===== src/rtl/pll_lock_mon_pkg.sv =====
// Shared types, defaults and helpers for the multi-channel PLL lock supervisor.
// Package name is pll_mon_pkg; imported by pll_lock_mon and pll_lock_mon_ch.
package pll_mon_pkg;

    typedef enum logic [1:0] {
        ACQ    = 2'd0,
        LOCKED = 2'd1,
        FAIL   = 2'd2
    } pll_state_e;

    localparam int unsigned DEF_NUM_CH        = 2;
    localparam int unsigned DEF_SYNC_STAGES   = 3;
    localparam int unsigned DEF_STABLE_CYCLES = 16;
    localparam int unsigned DEF_TMR_W         = 20;
    localparam int unsigned DEF_LOCK_TIMEOUT  = 500000;
    localparam int unsigned DEF_CNT_W         = 8;

    // Increment that sticks at max; callers cast the result back to their width.
    function automatic logic [31:0] sat_inc(input logic [31:0] val, input logic [31:0] max);
        return (val >= max) ? val : val + 32'd1;
    endfunction

endpackage


===== src/rtl/pll_lock_mon_ch.sv =====
// One supervised PLL: synchroniser, debounce, acquisition timer, FSM, loss counter.
// Acquisition-time capture exists only when PLL_MON_ACQ_TIME_EN is defined.
module pll_lock_mon_ch
    import pll_mon_pkg::*;
#(
    parameter int unsigned SYNC_STAGES   = DEF_SYNC_STAGES,
    parameter int unsigned STABLE_CYCLES = DEF_STABLE_CYCLES,
    parameter int unsigned TMR_W         = DEF_TMR_W,
    parameter int unsigned LOCK_TIMEOUT  = DEF_LOCK_TIMEOUT,
    parameter int unsigned CNT_W         = DEF_CNT_W
) (
    input  logic             clk,
    input  logic             rst_n,
    input  logic             i_pll_lock,
    input  logic             i_arm,
    input  logic             i_clr_err,
    output logic             o_ch_locked,
    output logic             o_err_loss,
    output logic             o_err_timeout,
    output logic [CNT_W-1:0] o_loss_cnt,
    output logic [TMR_W-1:0] o_acq_time
);

    logic [SYNC_STAGES-1:0] r_sync;
    logic [TMR_W-1:0]       r_stable;
    logic [TMR_W-1:0]       r_tmr;
    pll_state_e             r_state;
    logic                   r_locked;
    logic                   r_err_loss;
    logic                   r_err_to;
    logic [CNT_W-1:0]       r_loss_cnt;

    logic                   w_lock_s;
    logic [TMR_W-1:0]       w_stable_nxt;
    logic [TMR_W-1:0]       w_tmr_nxt;
    pll_state_e             w_state_nxt;
    logic                   w_loss_evt;
    logic                   w_to_evt;
    logic [CNT_W-1:0]       w_loss_cnt_nxt;

    assign w_lock_s = r_sync[SYNC_STAGES-1];

    // Next-state logic; arm overrides every other transition.
    always_comb begin
        w_state_nxt  = r_state;
        w_tmr_nxt    = r_tmr;
        w_loss_evt   = 1'b0;
        w_to_evt     = 1'b0;
        w_stable_nxt = '0;

        if (w_lock_s && !i_arm) begin
            w_stable_nxt = TMR_W'(sat_inc(32'(r_stable), 32'(STABLE_CYCLES)));
        end

        if (i_arm) begin
            w_state_nxt = ACQ;
            w_tmr_nxt   = '0;
        end else begin
            case (r_state)
                ACQ: begin
                    if (r_stable == TMR_W'(STABLE_CYCLES)) begin
                        w_state_nxt = LOCKED;
                    end else if (r_tmr == TMR_W'(LOCK_TIMEOUT - 1)) begin
                        w_state_nxt = FAIL;
                        w_to_evt    = 1'b1;
                    end else begin
                        w_tmr_nxt = r_tmr + TMR_W'(1);
                    end
                end
                LOCKED: begin
                    if (!w_lock_s) begin
                        w_state_nxt = ACQ;
                        w_tmr_nxt   = '0;
                        w_loss_evt  = 1'b1;
                    end
                end
                FAIL:    w_state_nxt = FAIL;
                default: w_state_nxt = ACQ;
            endcase
        end

        // A loss seen in the same cycle as clr_err survives the clear.
        if (i_clr_err) begin
            w_loss_cnt_nxt = w_loss_evt ? CNT_W'(1) : '0;
        end else if (w_loss_evt) begin
            w_loss_cnt_nxt = CNT_W'(sat_inc(32'(r_loss_cnt), (32'd1 << CNT_W) - 32'd1));
        end else begin
            w_loss_cnt_nxt = r_loss_cnt;
        end
    end

    always_ff @(posedge clk) begin
        if (!rst_n) begin
            r_sync     <= '0;
            r_stable   <= '0;
            r_tmr      <= '0;
            r_state    <= ACQ;
            r_locked   <= 1'b0;
            r_err_loss <= 1'b0;
            r_err_to   <= 1'b0;
            r_loss_cnt <= '0;
        end else begin
            r_sync     <= {r_sync[SYNC_STAGES-2:0], i_pll_lock};
            r_stable   <= w_stable_nxt;
            r_tmr      <= w_tmr_nxt;
            r_state    <= w_state_nxt;
            r_locked   <= (w_state_nxt == LOCKED);
            r_err_loss <= w_loss_evt | (r_err_loss & ~i_clr_err);
            r_err_to   <= w_to_evt | (r_err_to & ~i_clr_err);
            r_loss_cnt <= w_loss_cnt_nxt;
        end
    end

`ifdef PLL_MON_ACQ_TIME_EN
    logic             w_capture;
    logic [TMR_W-1:0] r_acq_time;

    // LOCKED can only be entered from ACQ, so this marks each new lock.
    assign w_capture = (r_state == ACQ) && (w_state_nxt == LOCKED);

    always_ff @(posedge clk) begin
        if (!rst_n) begin
            r_acq_time <= '0;
        end else if (w_capture) begin
            r_acq_time <= r_tmr;
        end
    end

    assign o_acq_time = r_acq_time;
`else
    assign o_acq_time = '0;
`endif

    assign o_ch_locked   = r_locked;
    assign o_err_loss    = r_err_loss;
    assign o_err_timeout = r_err_to;
    assign o_loss_cnt    = r_loss_cnt;

endmodule


===== src/rtl/pll_lock_mon.sv =====
// Multi-channel PLL lock supervisor: NUM_CH channel monitors plus registered summaries.
// Define PLL_MON_ACQ_TIME_EN to keep per-channel acquisition-time capture.
module pll_lock_mon
    import pll_mon_pkg::*;
#(
    parameter int unsigned NUM_CH        = DEF_NUM_CH,
    parameter int unsigned SYNC_STAGES   = DEF_SYNC_STAGES,
    parameter int unsigned STABLE_CYCLES = DEF_STABLE_CYCLES,
    parameter int unsigned TMR_W         = DEF_TMR_W,
    parameter int unsigned LOCK_TIMEOUT  = DEF_LOCK_TIMEOUT,
    parameter int unsigned CNT_W         = DEF_CNT_W
) (
    input  logic                    clk,
    input  logic                    rst_n,
    input  logic [NUM_CH-1:0]       pll_lock,
    input  logic [NUM_CH-1:0]       arm,
    input  logic                    clr_err,
    output logic [NUM_CH-1:0]       ch_locked,
    output logic                    all_locked,
    output logic [NUM_CH-1:0]       err_loss,
    output logic [NUM_CH-1:0]       err_timeout,
    output logic                    err_any,
    output logic [NUM_CH*CNT_W-1:0] loss_cnt,
    output logic [NUM_CH*TMR_W-1:0] acq_time
);

    logic r_all_locked;
    logic r_err_any;

    genvar g;
    for (g = 0; g < NUM_CH; g++) begin : g_ch
        pll_lock_mon_ch #(
            .SYNC_STAGES  (SYNC_STAGES),
            .STABLE_CYCLES(STABLE_CYCLES),
            .TMR_W        (TMR_W),
            .LOCK_TIMEOUT (LOCK_TIMEOUT),
            .CNT_W        (CNT_W)
        ) u_ch (
            .clk          (clk),
            .rst_n        (rst_n),
            .i_pll_lock   (pll_lock[g]),
            .i_arm        (arm[g]),
            .i_clr_err    (clr_err),
            .o_ch_locked  (ch_locked[g]),
            .o_err_loss   (err_loss[g]),
            .o_err_timeout(err_timeout[g]),
            .o_loss_cnt   (loss_cnt[g*CNT_W +: CNT_W]),
            .o_acq_time   (acq_time[g*TMR_W +: TMR_W])
        );
    end

    // Summaries deliberately lag the per-channel flags by one cycle.
    always_ff @(posedge clk) begin
        if (!rst_n) begin
            r_all_locked <= 1'b0;
            r_err_any    <= 1'b0;
        end else begin
            r_all_locked <= &ch_locked;
            r_err_any    <= |{err_loss, err_timeout};
        end
    end

    assign all_locked = r_all_locked;
    assign err_any    = r_err_any;

endmodule


===== config.mk =====
export PLATFORM = sky130hd
export DESIGN_NAME = pll_lock_mon
export DESIGN_NICKNAME = d
export VERILOG_FILES = /design/src/rtl/pll_lock_mon_pkg.sv /design/src/rtl/pll_lock_mon_ch.sv /design/src/rtl/pll_lock_mon.sv
export SDC_FILE = /design/constraint.sdc
export NUM_CORES = 1
export LEC_CHECK = 0
export CAP_MARGIN = 20
export CORE_AREA = 2 2 115 117
export DETAILED_ROUTE_END_ITERATION = 16
export DIE_AREA = 0 0 117 119
export PLACE_DENSITY = 0.66
export REMOVE_ABC_BUFFERS = 1
export SLEW_MARGIN = 20
export SYNTH_ARGS = -nofsm -noshare
export SYNTH_HDL_FRONTEND = slang
export SYNTH_HIERARCHICAL = 1
export SYNTH_SLANG_ARGS = --single-unit

===== constraint.sdc =====
create_clock -name clk -period 4.38 [get_ports clk]
set_input_delay 0.876 -clock clk [delete_from_list [all_inputs] [get_ports clk]]
set_output_delay 0.876 -clock clk [all_outputs]
set_load 0.01 [all_outputs]

* Word-level counts from Yosys, hierarchy flattened *
Cells that the tools add are included.

word-level totals
  flip-flop bits (word level) = 114
  logic and storage cells = 116
  output and inout bits = 64
  input port bits = 7

cells by class
  bitwise gates (word level) = 10
  muxes and demuxes = 40
  add/sub/neg operators = 6
  reductions and logical operators = 20
  $lt $le $gt $ge = 4
  eq/ne operators = 18

operators with widths
  operator                 number
  $mux W20                 6
  $add A20 B1 Y20 const B  4
  $pmux W20 S2             2
  $mux W8                  6
  $eq A20 B19 Y1 const B   2
  $eq A20 B5 Y1 const B    2
  $ge A20 B5 Y1 const B    2
  $add A8 B1 Y8 const B    2
  $ge A8 B8 Y1 const B     2
  $mux W1                  16
  $mux W2                  8
  $ne A2 B2 Y1 const B     8
  $pmux W2 S3              2
  $reduce_and A2 Y1        5
  $eq A2 B1 Y1 const B     4
  $reduce_and A4 Y1        2
  $reduce_bool A2 Y1       4
  $and A1 B1 Y1            4
  $eq A2 B2 Y1 const B     2
  $logic_not A2 Y1         2
  $or A1 B1 Y1             4
  $reduce_or A2 Y1         2
  $reduce_or A4 Y1         1
  $logic_and A1 B1 Y1      2
  2 further kinds          4

* Depth between registers and ports, before layout *
  depth in word-level cells = 6
  mapped depth = 8
  mapped depth without buffers = 7

* By module *
The synthesis kept the hierarchy.

modules (own cells, without submodules)
  module           area an instance (sq um)  cells each  times used  seq. area each (sq um)
  pll_lock_mon_ch  2762.6                    313         2           1121.1
  pll_lock_mon     57.6                      4           1           40.0

* Least setup slack after synthesis *
OpenSTA, ideal clock, no wires.

  path kind = input-to-reg
  start = input arm[0]
  end = register g_ch[0].u_ch.r_loss_cnt[7]
  setup time = 124 ps
  buffers on the path = 0
  stages on the path = 5
  arrival time = 2066 ps
  setup slack = 2190 ps
  data required time = 4256 ps
  path through = or4b_1 > a41oi_2 > nand4_1 > xor2_1 > nor2_1

between the ends
  longest elaborated chain between the ends = 3

RTL lines
  what                          RTL line                RTL
  start, declared               pll_lock_mon.sv:16      input logic [NUM_CH-1:0] arm,
  $mux W1                       pll_lock_mon_ch.sv:55   if (i_arm) begin
  $reduce_bool A2 Y1 (no line)  -
  $reduce_and A2 Y1 (no line)   -
  end signal, assigned          pll_lock_mon_ch.sv:110  r_loss_cnt <= w_loss_cnt_nxt;
  end, declared                 pll_lock_mon_ch.sv:31   logic [CNT_W-1:0] r_loss_cnt;

Every way passes these cells.
A chain may end at the register's enable or synchronous reset.

* Worst setup path in the final report *
  start = input rst_n
  end = register g_ch[1].u_ch.r_tmr[13]

between the ends
  longest elaborated chain between the ends = 2

RTL lines
  what                        RTL line                RTL
  start, declared             pll_lock_mon.sv:14      input logic rst_n,
  $not A1 Y1 (no line)        -
  $reduce_or A2 Y1 (no line)  -
  end signal, assigned        pll_lock_mon_ch.sv:105  r_tmr <= w_tmr_nxt;
  end, declared               pll_lock_mon_ch.sv:26   logic [TMR_W-1:0] r_tmr;

Every way passes these cells.

==> results.sh <==
export IMPL_status="complete, no violations"
export IMPL_cp_required_ps=4660
export IMPL_cp_end_kind="register"
export IMPL_yosys_area_top_type="dfxtp_1"
export IMPL_worstSetupPathType="in2reg"
export IMPL_powerDensity_nw_per_um2=401
export IMPL_nets=665
export IMPL_synthTopCellsByCount="dfxtp_1 (114), nand2_1 (50), nor2_1 (46)"
export IMPL_synth_cells=630
export IMPL_fmax_mhz=361
export IMPL_drive_above_1_share_pct=8.76
export IMPL_grt_util_all_layers_pct=19.0
export IMPL_coreArea_sq_um=12900
export IMPL_synth_area_top_cells="dfxtp_1 (41%), buf_4 (5.4%), and3_1 (4.4%)"
export IMPL_path_clk_slew_ps=50
export IMPL_clock_sinks=114
export IMPL_synth_top_area_share_pct=40.9
export IMPL_crit_fanout=18
export IMPL_synth_adder_area_share_pct=1.79
export IMPL_dieArea_sq_um=13900
export IMPL_synthXorXnorAreaFrac_pct=2.51
export IMPL_final_max_slew_viol_count=0
export IMPL_hold_path_class="reg2reg"
export IMPL_diodes=0
export IMPL_post_dp_hpwl_mm=8.57
export IMPL_cts_setup_buffers=0
export IMPL_ys_ff_latch=114
export IMPL_grt_overflow=0
export IMPL_drt_wl_total_mm=12.7
export IMPL_maxSlewHeadroom_pct=24.8
export IMPL_ys_warn_count=6
export IMPL_synth_top_family_by_area="simple AND/OR/NAND/NOR gates"
export IMPL_skew_ps=6.11
export IMPL_die_w_um=117
export IMPL_h_tree_depth=4
export IMPL_syn_area_per_cell_sq_um=8.86
export IMPL_tightest_slew_ps=1120
export IMPL_drcViolationCount=0
export IMPL_port_buffers=30
export IMPL_leakage_nw=2.35
export IMPL_grt_first_pass_wirelength_mm=21.4
export IMPL_die_h_um=119
export IMPL_period_share_pct=63.3
export IMPL_area_growth_syn_to_layout_pct=16.0
export IMPL_yosys_area_share_simple_pct=31.1
export IMPL_timing_final_crit_period_ps=2770
export IMPL_setup_viol=0
export IMPL_start_util_pct=43.4
export IMPL_place_area_sq_um=5840
export IMPL_ys_seq_area_share_pct=40.9
export IMPL_hold_viol=0
export IMPL_postRouteAntennaNets=0
export IMPL_yosysMostFrequentCell="dfxtp_1"
export IMPL_ios=71
export IMPL_gp_congestion=0.925
export IMPL_final_cell_area_sq_um=6480
export IMPL_tns_ps=0
export IMPL_grt_max_degree=26
export IMPL_cp_arrival_ps=3050
export IMPL_num_fill_cells=1164
export IMPL_synth_top_flop_cell="dfxtp_1"
export IMPL_synth_mux_area_fraction_pct=2.15
export IMPL_rsz0062_at_grt="false"
export IMPL_synth_cell_types=57
export IMPL_num_rows=42
export IMPL_dr_pass1_iters=5
export IMPL_cts_hold_buf=0
export IMPL_cts_buffer_depth=2
export IMPL_routedWlPerCell_um=15.2
export IMPL_drt_iter0_drc=425
export IMPL_synth_edf_count=0
export IMPL_cts_tree="done"
export IMPL_synth_area_sq_um=5580
export IMPL_crit_path_start_kind="input port"
export IMPL_via_per_inst=5.59
export IMPL_async_flop_share_pct=0
export IMPL_clockRootBuffer="clkbuf_16"
export IMPL_antenna_found_initial=0
export IMPL_clk_latency_ps=400
export IMPL_grt_pass1_vias=4505
export IMPL_peakVddDrop_mv=0.282
export IMPL_cts_made_buffers=17
export IMPL_maxCapViolCount=0
export IMPL_post_cts_resized=0
export IMPL_synth_compound_area_share_pct=13.2
export IMPL_dr_total_vias=4682
## worst max-delay path: stages
cell and delay (ps):
clkdlybuf4s50_1 700, nand2b_1 660, nor2_1 250, and3_1 240
a311o_1 320
## worst paths after layout
| kind | end | depth (start not counted) | slack, ps | from |
|---|---|---|---|---|
| max | g_ch[1].u_ch/r_tmr[13]$_SDFFE_PP0P_ | 5 | 1610 | rst_n |
| min | g_ch[0].u_ch/r_sync[1]$_SDFF_PN0_ | 1 | 430 | g_ch[0].u_ch/r_sync[0]$_SDFF_PN0_ |
| max reg2reg | g_ch[1].u_ch/r_tmr[13]$_SDFFE_PP0P_ | 5 | 1700 | g_ch[1].u_ch/r_stable[15]$_SDFFE_PN0N_ |
| min reg2reg | g_ch[0].u_ch/r_sync[1]$_SDFF_PN0_ | 1 | 430 | g_ch[0].u_ch/r_sync[0]$_SDFF_PN0_ |
## logic make-up (layout without fill, tap and decap cells)
kind of cell | count (synthesis) | in the layout
simple gates | 305 | 305
flops | 114 | 114
compound gates | 95 | 95
buf+inv | 78 | 72
xor+xnor | 16 | 16
mux | 12 | 12
fa+ha+maj | 8 | 8
other cells | 2 | 40
## layer usage
metal | share of wire [%] | vias up | global-route usage [%] | wire length [um]
met4 | 1.5 | 0 | 7.43 | 188
met3 | 5.4 | 15 | 4.02 | 691
met1 | 46 | 2224 | 24.5 | 5790
met5 | 0 | - | 0 | 0
met2 | 47 | 167 | 30.9 | 6040
li1 | - | 2276 | - | -
## cell type report
class	count	area, sq um	area share [%]
Clock buffer	21	460	7.11
Clock inverter	10	181	2.80
Inverter	8	30.0	0.464
Multi-Input combinational cell	476	2980	46.0
Sequential cell	114	2280	35.2
Tap cell	176	220	3.40
Timing Repair Buffer	33	323	4.98
## cell usage in the layout, fill, tap and decap left out, types with 10 or more instances in the layout
master / netlist / final
mux2i_1: 12 / 12
clkdlybuf4s50_1: 0 / 30
and3_1: 39 / 39
a21oi_1: 16 / 16
nor2_1: 46 / 46
o21ai_0: 10 / 10
xor2_1: 10 / 10
clkbuf_16: 0 / 17
nand2_1: 50 / 50
nor4_1: 16 / 16
conb_1: 2 / 40
nand4_1: 18 / 18
nand3_1: 28 / 28
nand2b_1: 16 / 16
nor3_1: 26 / 26
dfxtp_1: 114 / 114
## through the flow
step           total power (W)  utilization, %  hold slack [ps]  instances  setup slack (ps)
2_1_floorplan          0.00111               -              412        598              1760
3_3_place_gp           0.00113            45.3              415        807              1280
3_5_place_dp           0.00113            45.3              419        807              1210
4_1_cts                0.00263            50.3              433        838              1630
5_1_grt                0.00269            50.3              441        838              1450
6_report               0.00260            50.3              431        838              1610
## report_power, final
group / internal, W / total (W) / switching [W]
logic: 0.0000150 / 0.0000590 / 0.0000440
clock network: 0.00103 / 0.00149 / 0.000460
registers: 0.00104 / 0.00105 / 0.00000535
## sequential cells by signal, indices dropped and copies added (netlist names)
name                     flops
g_ch.u_ch/r_sync             6
g_ch.u_ch/r_state            4
g_ch.u_ch/o_err_timeout      2
err_any                      1
g_ch.u_ch/o_loss_cnt        16
g_ch.u_ch/r_tmr             40
all_locked                   1
g_ch.u_ch/o_err_loss         2
g_ch.u_ch/o_ch_locked        2
g_ch.u_ch/r_stable          40
(Power assumes the default switching activity.)
